## src/rtl/nv_ram_rwsp_param.sv

```systemverilog
// Parametrised two-port RAM (one write, one read port) with a two-stage registered read path.
// Define NV_RAM_RWSP_WR_BYPASS_EN for write-first forwarding into the output register; otherwise read-first.
module nv_ram_rwsp_param #(
  parameter int   DEPTH = 8,
  parameter int   WIDTH = 65,
  parameter int   AW    = 3,
  parameter logic FORCE_CONTENTION_ASSERTION_RESET_ACTIVE = 1'b0
) (
  input  logic             clk,
  input  logic             rst,
  input  logic [AW-1:0]    ra,
  input  logic             re,
  input  logic             ore,
  output logic [WIDTH-1:0] dout,
  output logic             dout_vld,
  output logic             rd_oor,
  input  logic [AW-1:0]    wa,
  input  logic             we,
  input  logic [WIDTH-1:0] di,
  input  logic [31:0]      pwrbus_ram_pd
);

  // One extra bit so DEPTH == 2**AW is representable in the range compare.
  localparam logic [AW:0] DEPTH_W = DEPTH[AW:0];

  logic [WIDTH-1:0] mem [DEPTH];
  logic [AW-1:0]    ra_d;
  logic             ra_vld;
  logic             rd_in;
  logic             wr_in;
  logic [WIDTH-1:0] rd_data;
  logic             unused_ok;

  assign unused_ok = ^{pwrbus_ram_pd, FORCE_CONTENTION_ASSERTION_RESET_ACTIVE};
  assign wr_in     = ({1'b0, wa} < DEPTH_W);

  // Array is never reset; writes proceed even while rst is high.
  always_ff @(posedge clk) begin
    if (we && wr_in) begin
      mem[wa] <= di;
    end
  end

  always_comb begin
    rd_in   = ({1'b0, ra_d} < DEPTH_W);
    rd_data = '0;
    if (rd_in) begin
      rd_data = mem[ra_d];
    end
`ifdef NV_RAM_RWSP_WR_BYPASS_EN
    if (rd_in && we && (wa == ra_d)) begin
      rd_data = di;
    end
`endif
  end

  // Enables are plain qualifiers with no back-pressure: re loads the address
  // stage, ore loads the output stage from the address stage, each in one edge.
  always_ff @(posedge clk) begin
    if (rst) begin
      ra_d     <= '0;
      ra_vld   <= 1'b0;
      dout     <= '0;
      dout_vld <= 1'b0;
      rd_oor   <= 1'b0;
    end else begin
      if (re) begin
        ra_d   <= ra;
        ra_vld <= 1'b1;
      end
      if (ore) begin
        dout     <= rd_data;
        dout_vld <= ra_vld & rd_in;
        rd_oor   <= ra_vld & ~rd_in;
      end
    end
  end

endmodule

```

## config.mk

```make
export PLATFORM = sky130hd
export DESIGN_NAME = nv_ram_rwsp_param
export DESIGN_NICKNAME = d
export VERILOG_FILES = /design/src/rtl/nv_ram_rwsp_param.sv
export SDC_FILE = /design/constraint.sdc
export NUM_CORES = 1
export LEC_CHECK = 0
export ABC_CLOCK_PERIOD_IN_PS = 20100
export CAP_MARGIN = 10
export CELL_PAD_IN_SITES_DETAIL_PLACEMENT = 1
export CELL_PAD_IN_SITES_GLOBAL_PLACEMENT = 1
export CORE_UTILIZATION = 45
export DETAILED_ROUTE_END_ITERATION = 6
export PLACE_DENSITY = 0.68
export SYNTH_ARGS = -nofsm -noshare
export SYNTH_HDL_FRONTEND = slang
export SYNTH_SLANG_ARGS = --single-unit
```

## constraint.sdc

```tcl
create_clock -name clk -period 20.1 [get_ports clk]
set_input_delay 4.02 -clock clk [delete_from_list [all_inputs] [get_ports clk]]
set_output_delay 4.02 -clock clk [all_outputs]
set_load 0.005 [all_outputs]
```

==> results of run 1 <==
==> stage by stage <==
step | hold WS, ns | std cells | util, %
finish | 0.4693 | 2077 | 53.56
global route | 0.4888 | 2077 | 53.56
CTS | 0.4763 | 2077 | 53.56
detailed placement | 0.4623 | 1965 | 49.65
global placement | 0.4529 | 1965 | 49.65
floorplan | 0.4377 | 1219 | -
==> how the worst max path moves through the flow <==
stage / slack [ns] / from / endpoint / cells past startpoint
finish: 14.01 / wa[1] / mem[1][25] / 4
global route: 13.90 / wa[1] / mem[1][25] / 4
CTS: 13.98 / wa[0] / mem[2][32] / 4
floorplan: 10.91 / wa[2] / mem[0][0] / 2
detailed placement: 13.35 / wa[0] / mem[2][29] / 4
global placement: 13.35 / wa[2] / mem[1][24] / 4
==> layer usage <==
layer  routed length [um]  track usage (%)  vias up
li1                     -                -     5196
met1                21980            26.07     5939
met2                25280            35.14      223
met3                 2109            3.633       72
met4                  859            5.104        6
met5                   35                0        -
==> cell families after synthesis <==
kind of cell	after synthesis	share of synthesized area (%)
other	1	0.01690
AOI/OAI and AO/OA	195	6.965
muxes	264	12.64
and+or+nand+nor	88	1.557
DFF	590	76.70
buffers and inverters	81	2.120
==> worst reg2reg max path, stage by stage (launching register included) <==
cell	delay [ns]
dfxtp_4	0.64
buf_4	0.65
buf_4	0.85
buf_4	0.98
mux2_2	0.41
o22ai_1	0.09
a221o_1	0.32
a211oi_1	0.28
==> flip-flops by register name, indices dropped and copies added, names as in the netlist <==
register,cells
dout,65
dout_vld,1
mem,520
ra_d,3
ra_vld,1
==> placed cells by master (no fill, tap or decap) <==
cell             netlist  final
nand2_1                3      2
nand2_2                0      1
nand2b_4               0      1
inv_6                  0      1
nor3_2                 0      2
clkdlybuf4s50_1        0    139
nor2_1                78     71
o221ai_1              17     17
clkbuf_8               0     14
dfxtp_1               70     69
a22oi_1               17     17
mux2_2               130    130
dfxtp_4                0      1
nor2_4                 0      7
bufinv_16              0      1
clkinvlp_4             0      2
buf_4                 12     24
clkinv_1               0     10
a221o_1               48     48
clkbuf_1              39     13
edfxtp_1             520    520
o22ai_1               48     48
conb_1                 1      1
clkinv_2               0     10
a211oi_1              65     65
clkbuf_16              0     61
nor2b_4                0      1
nand2b_1               4      3
mux2i_1              134    134
==> layout make-up <==
type | count | share of cell area [%]
flip-flops and latches | 590 | 65.18
multi-input cells | 548 | 18.30
clock buffers | 88 | 6.771
repair buffers | 163 | 6.019
well taps | 664 | 3.182
clock inverters | 24 | 0.5415
==> power by group <==
part,leakage (nW),internal [mW],switching [mW]
clock network,0.941,0.618,0.448
registers,5.31,1.38,0.0174
logic,2.10,0.0813,0.0945
total,8.35,2.08,0.560
==> impl_metrics.ini, run 1 <==
[status]
status = complete, no violations

[global_route]
overflow = 0
grt_pass1_vias = 12107
grt_pass1_wl_mm = 75.02
grtUsageTotal_pct = 20.19
grt_max_degree = 82
grt_antenna_before_repair = 4

[synthesis]
synth_commonest_cells = edfxtp_1, mux2i_1, mux2_2
ys_ff_latch = 590
yosysMostFrequentCell = edfxtp_1
ys_warn_count = 0
synth_top_area_cell = edfxtp_1
avgSynthCellArea_um2 = 18.20
synth_top_area_share_pct = 70.38
synth_fp_nets = 1327
ys_seq_area_share_pct = 76.70
ys_types = 21
ys_async_sr_fraction_pct = 0
synthCells = 1219
synth-edff-count = 520
synth_area_um2 = 22190
synth_area_leaders = edfxtp_1, mux2_2, dfxtp_1, mux2i_1, a211oi_1
synth_ff_type = edfxtp_1

[clock_tree]
cts-buffers-inserted = 60
cts.clk_slew.worst_paths_ns = 0.06
htreeDepth = 2
clock_path_buffers = 3
clockRootBuffer = clkbuf_16
cts.sinks = 590
cts_tree = yes
cts_setup_buffers = 0
ctsResizeCount = 0
cts-hold-fix-buffers = 0
clk_latency_ns = 0.61

[floorplan]
die_x_um = 224.0
coreArea_um2 = 48750
die_y_um = 224.0
rows = 81
dieArea_um2 = 50190
start_util_pct = 45.51
ioPinCount = 175

[sta]
clock.fmax_mhz = 164.1
fin_setup_tns_ns = 0
timing.final.hold_violations = 0
timing.final.crit_share_pct = 30.32
setup_violations = 0
relSlewSlack_pct = 25.63
rsz0062_at_grt = false
fin_worst_skew_ns = 0.01207
finalWorstSetupSlack_ns = 14.01
tightest_slew_ns = 1.116
finalCriticalPeriod_ns = 6.094
final-max-slew-violation-count = 0

[detailed_routing]
wirelength_mm = 50.27
viasPerCell = 5.506
drt-pass1-iter-count = 4
vias = 11436
drtIter0Drc = 734
ant_nets = 0
routedWlPerCell_um = 24.20
drc = 0

[finish]
regArea_um2 = 17020
multiInputGateArea_um2 = 4780
antennaDiodeCount = 0
design_area_um2 = 26110
syn2layout_area_growth_pct = 17.69
nets = 1471
fill_cells = 4414
drive_above_1_share_pct = 18.12

[setup_path]
reg2reg_from = ra_d[0]
crit_required_ns = 20.32
critPathMaxFanout = 47
cp_cell_sequence = clkdlybuf4s50_1, nand2b_1, nor2_4, buf_4
path_buf_inv = 2
reg2reg_depth = 7
rrSetupSlack_ns = 15.79
startpoint_type = input port
critPathMaxStageDelay_ns = 0.82
critPathTopFamily = buffers and inverters
cp_slowest_cell = buf_4
r2r-end = dout[8]
arrival_ns = 6.32
path_class = input port to flip-flop
crit_path_end_kind = flip-flop

[placement]
dpl.hpwl_mm = 25.63
place.gp.congestion = 0.6823
pre_cts_ws_ns = 13.35
port_buffers = 141
placed_cell_area_um2 = 24200

[power]
cellPowerDensity_nw_per_um2 = 101.1
irDropWorstVdd_mv = 0.06517
power_mw = 2.640
leakage_nw = 8.349

[hold_path]
holdPathStages = 2
hold_end = ra_vld
hp-class = flip-flop to flip-flop
worstHoldStart = ra_vld

[run]
max_cap_viol_count = 0
(Power assumes the default switching activity.)
==> run 2: changes to the inputs <==
ABC_CLOCK_PERIOD_IN_PS = 5650   (was 20100)
clock period = 5.65 ns   (was 20.1 ns; I/O delays follow)
==> run 2 against run 1 <==
First-iteration DRC count down 18%. Sequential share of layout area down 0.24 points. Hold slack better by 0.0066 ns. Non-clock buffer count down 6. Sequential power rose to 3.6 times the previous value. Final area up 0.37%.
==> impl_metrics.ini, run 2 (synthesis gave the netlist of run 1 again) <==
[sta]
setup_violations = 0
timing.final.crit_share_pct = 50.55
hold_slack_ns = 0.4759
fin_setup_tns_ns = 0
fin_worst_skew_ns = 0.02007
relSlewSlack_pct = 26.30
clock.fmax_mhz = 350.2
rsz0062_at_grt = false
timing.final.hold_violations = 0
final-max-slew-violation-count = 0
finalCriticalPeriod_ns = 2.856
tightest_slew_ns = 1.105

[global_route]
grtUsageTotal_pct = 19.81
grt_antenna_before_repair = 4
grt_pass1_vias = 12129
grt_pass1_wl_mm = 74.12
overflow = 0
grt_max_degree = 154

[setup_path]
r2r-end = dout[54]
reg2reg_from = ra_d[1]
arrival_ns = 3.09
reg2reg_depth = 5
critPathMaxFanout = 29
rrSetupSlack_ns = 2.89
startpoint_type = input port
crit_path_end_kind = flip-flop
crit_required_ns = 5.89
path_class = input port to flip-flop

[clock_tree]
ctsResizeCount = 0
cts-hold-fix-buffers = 0
cts_tree = yes
clk_latency_ns = 0.61
clock_path_buffers = 3
htreeDepth = 2
cts-buffers-inserted = 60
cts_setup_buffers = 0
cts.clk_slew.worst_paths_ns = 0.06
clockRootBuffer = clkbuf_16
cts.sinks = 590

[floorplan]
coreArea_um2 = 48750
die_y_um = 224.0
dieArea_um2 = 50190
ioPinCount = 175
rows = 81
die_x_um = 224.0
start_util_pct = 45.51

[finish]
top_register = mem
fill_cells = 4383
syn2layout_area_growth_pct = 18.13
layout_common_cells = edfxtp_1, clkdlybuf4s50_1, mux2i_1, mux2_2, nor2_1
final_common_cell = edfxtp_1
nets = 1465
design_area_um2 = 26210
drive_above_1_share_pct = 17.76
reg_top3 = mem x520, dout x65, ra_d x3
largest_reg_flops = 520

[status]
status = complete, no violations

[detailed_routing]
vias = 11420
drt-pass1-iter-count = 4
drtIter0Drc = 600
drc = 0
viasPerCell = 5.509
routedWlPerCell_um = 23.74
wirelength_mm = 49.22
ant_nets = 0

[power]
leakage_nw = 8.374
cellPowerDensity_nw_per_um2 = 359.6
irDropWorstVdd_mv = 0.2429

[hold_path]
hp-class = flip-flop to flip-flop
hold_end = ra_vld
worstHoldStart = ra_vld
holdPathStages = 2

[run]
max_cap_viol_count = 0

[placement]
port_buffers = 141
dpl.hpwl_mm = 24.92
place.gp.congestion = 0.6895
placed_cell_area_um2 = 24290
-- run 2: layer usage --
| layer | wire length (um) | global-route usage (%) |
|---|---|---|
| met1 | 21940 | 26.10 |
| met2 | 24770 | 34.01 |
| met3 | 1577 | 3.056 |
| met4 | 883 | 5.590 |
| met5 | 55 | 0 |
-- run 2: cell type report --
| cell class | instances | area [um2] | area share, % |
|---|---|---|---|
| flip-flops and latches | 590 | 17020 | 64.94 |
| repair buffers | 157 | 1639 | 6.254 |
| diodes | 1 | 2.502 | 0.009548 |
| well taps | 664 | 830.8 | 3.170 |
| clock inverters | 31 | 241.5 | 0.9214 |
| clock buffers | 82 | 1677 | 6.397 |
| multi-input cells | 548 | 4797 | 18.30 |
-- run 2: per-stage QoR --
step,power [mW],worst slack [ns],util [%],std cells
3_3_place_gp,5.676,2.138,49.82,1959
5_1_grt,9.707,2.690,53.76,2072
4_1_cts,9.515,2.768,53.76,2072
3_5_place_dp,5.703,2.110,49.82,1959
6_report,9.424,2.794,53.76,2073
2_1_floorplan,5.401,1.099,-,1219
-- run 2: worst max path at each step --
stage,from,to,slack [ns],cells past startpoint
after floorplan,wa[2],mem[1][0],1.10,2
after global placement,wa[1],mem[7][48],2.14,4
after detailed placement,wa[1],mem[7][9],2.11,4
after CTS,wa[1],mem[7][15],2.77,4
after global routing,wa[1],mem[7][22],2.69,4
final,wa[1],mem[7][22],2.79,4
-- run 2: report_power, final --
group	switching (mW)	total (mW)	internal, mW
combinational	0.336	0.630	0.294
clock	1.61	3.82	2.21
sequential	0.0622	4.98	4.91
-- run 2: critical path, stage by stage --
cell and delay, ns:
clkdlybuf4s50_1 0.65, nand2_1 0.20, nor2_4 0.52, buf_4 0.55
==> run 3: changes to the inputs <==
ABC_CLOCK_PERIOD_IN_PS = 2500   (was 5650)
PLACE_DENSITY = 0.71   (was 0.68)
clock period = 2.5 ns   (was 5.65 ns; I/O delays follow)
==> run 3 against run 2 <==
Flip-flop and latch count stayed put. Setup slack lost 2.4 ns. Via count up 2.0%. Total power rose by 140%. Critical path depth fell by 3. Global-route usage is 1.0 points higher. Die area stayed put. Sequential share of layout area fell by 1.6 points. Cell count grew 1.3%. Clock skew decreased by 0.0096 ns. Register-to-register slack got worse by 2.5 ns. Count of clock-buffer cells in the layout down 9. Critical path type is now flip-flop to output port.
==> impl_metrics.ini, run 3 (synthesis gave the netlist of run 1 again) <==
[power]
seqPwrFrac_pct = 50.8
power_mw = 22.15
leakage_nw = 8.690
swShare_pct = 20.81
switchingPower_mw = 4.610
p_comb_share_pct = 6.9
p_clk_share_pct = 42.3
irDropWorstVdd_mv = 0.5717
p_int_mw = 17.54
cellPowerDensity_nw_per_um2 = 824.0

[sta]
finalCriticalPeriod_ns = 2.112
fin_setup_tns_ns = 0
finalWorstSetupSlack_ns = 0.3885
relSlewSlack_pct = 56.20
timing.final.hold_violations = 0
hold_slack_ns = 0.4335
setup_violations = 0
tightest_slew_ns = 0.6570
final-max-slew-violation-count = 0
clock.fmax_mhz = 473.6
rsz0062_at_grt = false
timing.final.crit_share_pct = 84.46
fin_worst_skew_ns = 0.01052

[floorplan]
die_x_um = 224.0
start_util_pct = 45.51
die_y_um = 224.0
dieArea_um2 = 50190
ioPinCount = 175
coreArea_um2 = 48750
rows = 81

[global_route]
grtUsageMet1_pct = 26.08
use_met3_pct = 4.525
grtUsageTotal_pct = 20.84
grt_max_degree = 66
grt_antenna_before_repair = 5
grt_pass1_wl_mm = 77.93
overflow = 0
grt_pass1_vias = 12709
grt_util_met2_pct = 36.58
busiest_layer = met2

[detailed_routing]
drc = 0
viasPerCell = 5.552
drt-pass1-iter-count = 5
drtIter0Drc = 800
routedWlPerCell_um = 24.55
wirelength_mm = 51.54
ant_nets = 0
vias = 11654

[placement]
placed_cell_area_um2 = 24800
place.gp.congestion = 0.6832
port_buffers = 141
dpl.hpwl_mm = 29.09
dp_cells = 1987
pre_cts_ws_ns = 0.08339

[finish]
reg_top3 = mem x520, dout x65, ra_d x3
largest_reg_flops = 520
top_register = mem
final_common_cell = edfxtp_1
design_area_um2 = 26880
fin_cells = 2099
final_core_util_pct = 55.15
nets = 1492
layout_common_cells = edfxtp_1, clkdlybuf4s50_1, mux2i_1, mux2_2, nor2_1
drive_above_1_share_pct = 19.67
syn2layout_area_growth_pct = 21.18

[setup_path]
rrSetupSlack_ns = 0.41
critPathMaxFanout = 2
path_buf_inv = 1
reg2reg_depth = 5
cp_slowest_cell = clkdlybuf4s50_1
reg2reg_from = ra_d[0]
critPathMaxStageDelay_ns = 0.56
path_class = flip-flop to output port
cp_cell_sequence = clkdlybuf4s50_1
r2r-end = dout[58]
crit_required_ns = 2.00
crit_path_end_kind = output port
arrival_ns = 1.61
critPathTopFamily = buffers and inverters
startpoint_type = flip-flop

[hold_path]
holdPathStages = 3
worstHoldStart = ore
hp-class = input port to flip-flop
hold_end = dout[4]

[clock_tree]
cts.sinks = 590
cts_tree = yes
clock_path_buffers = 3
cts_setup_buffers = 0
cts.clk_slew.worst_paths_ns = 0.06
ctsResizeCount = 0
clockRootBuffer = clkbuf_16
clk_latency_ns = 0.62
htreeDepth = 2
cts-buffers-inserted = 59
cts-hold-fix-buffers = 0

[status]
status = complete, no violations

[run]
max_cap_viol_count = 0
run 3: metal layers:
metal,up-vias,part of all wire (%)
met2,257,52
met5,-,0.081
met1,6059,42
met4,8,1.7
li1,5254,-
met3,76,4.9
run 3: power groups by stage:
stage / clock, mW / combinational (mW) / sequential, mW
floorplan: 0 / 0.789 / 11.4
global placement: 0 / 1.49 / 11.4
detailed placement: 0 / 1.54 / 11.5
CTS: 9.57 / 1.56 / 11.3
global route: 9.90 / 1.65 / 11.3
finish: 9.38 / 1.53 / 11.2
run 3: how the worst max path moves through the flow:
stage / from / endpoint / slack [ns] / cells past startpoint
2_1_floorplan: wa[2] / mem[1][0] / -0.30 / 2
3_5_place_dp: we / mem[0][1] / 0.08 / 4
5_1_grt: ra_d[0] / dout[46] / 0.30 / 6
3_3_place_gp: we / mem[0][61] / 0.07 / 4
6_report: dout[47] / dout[47] / 0.39 / 1
4_1_cts: dout[47] / dout[47] / 0.34 / 1
run 3: area by class of cell:
class / count / area (um2)
Tap cell: 664 / 830.8
Antenna cell: 1 / 2.502
Fill cell: 4380 / 21860
Clock inverter: 38 / 464.2
Clock buffer: 73 / 1622
Timing Repair Buffer: 185 / 2125
Multi-Input combinational cell: 548 / 4821
Sequential cell: 590 / 17020
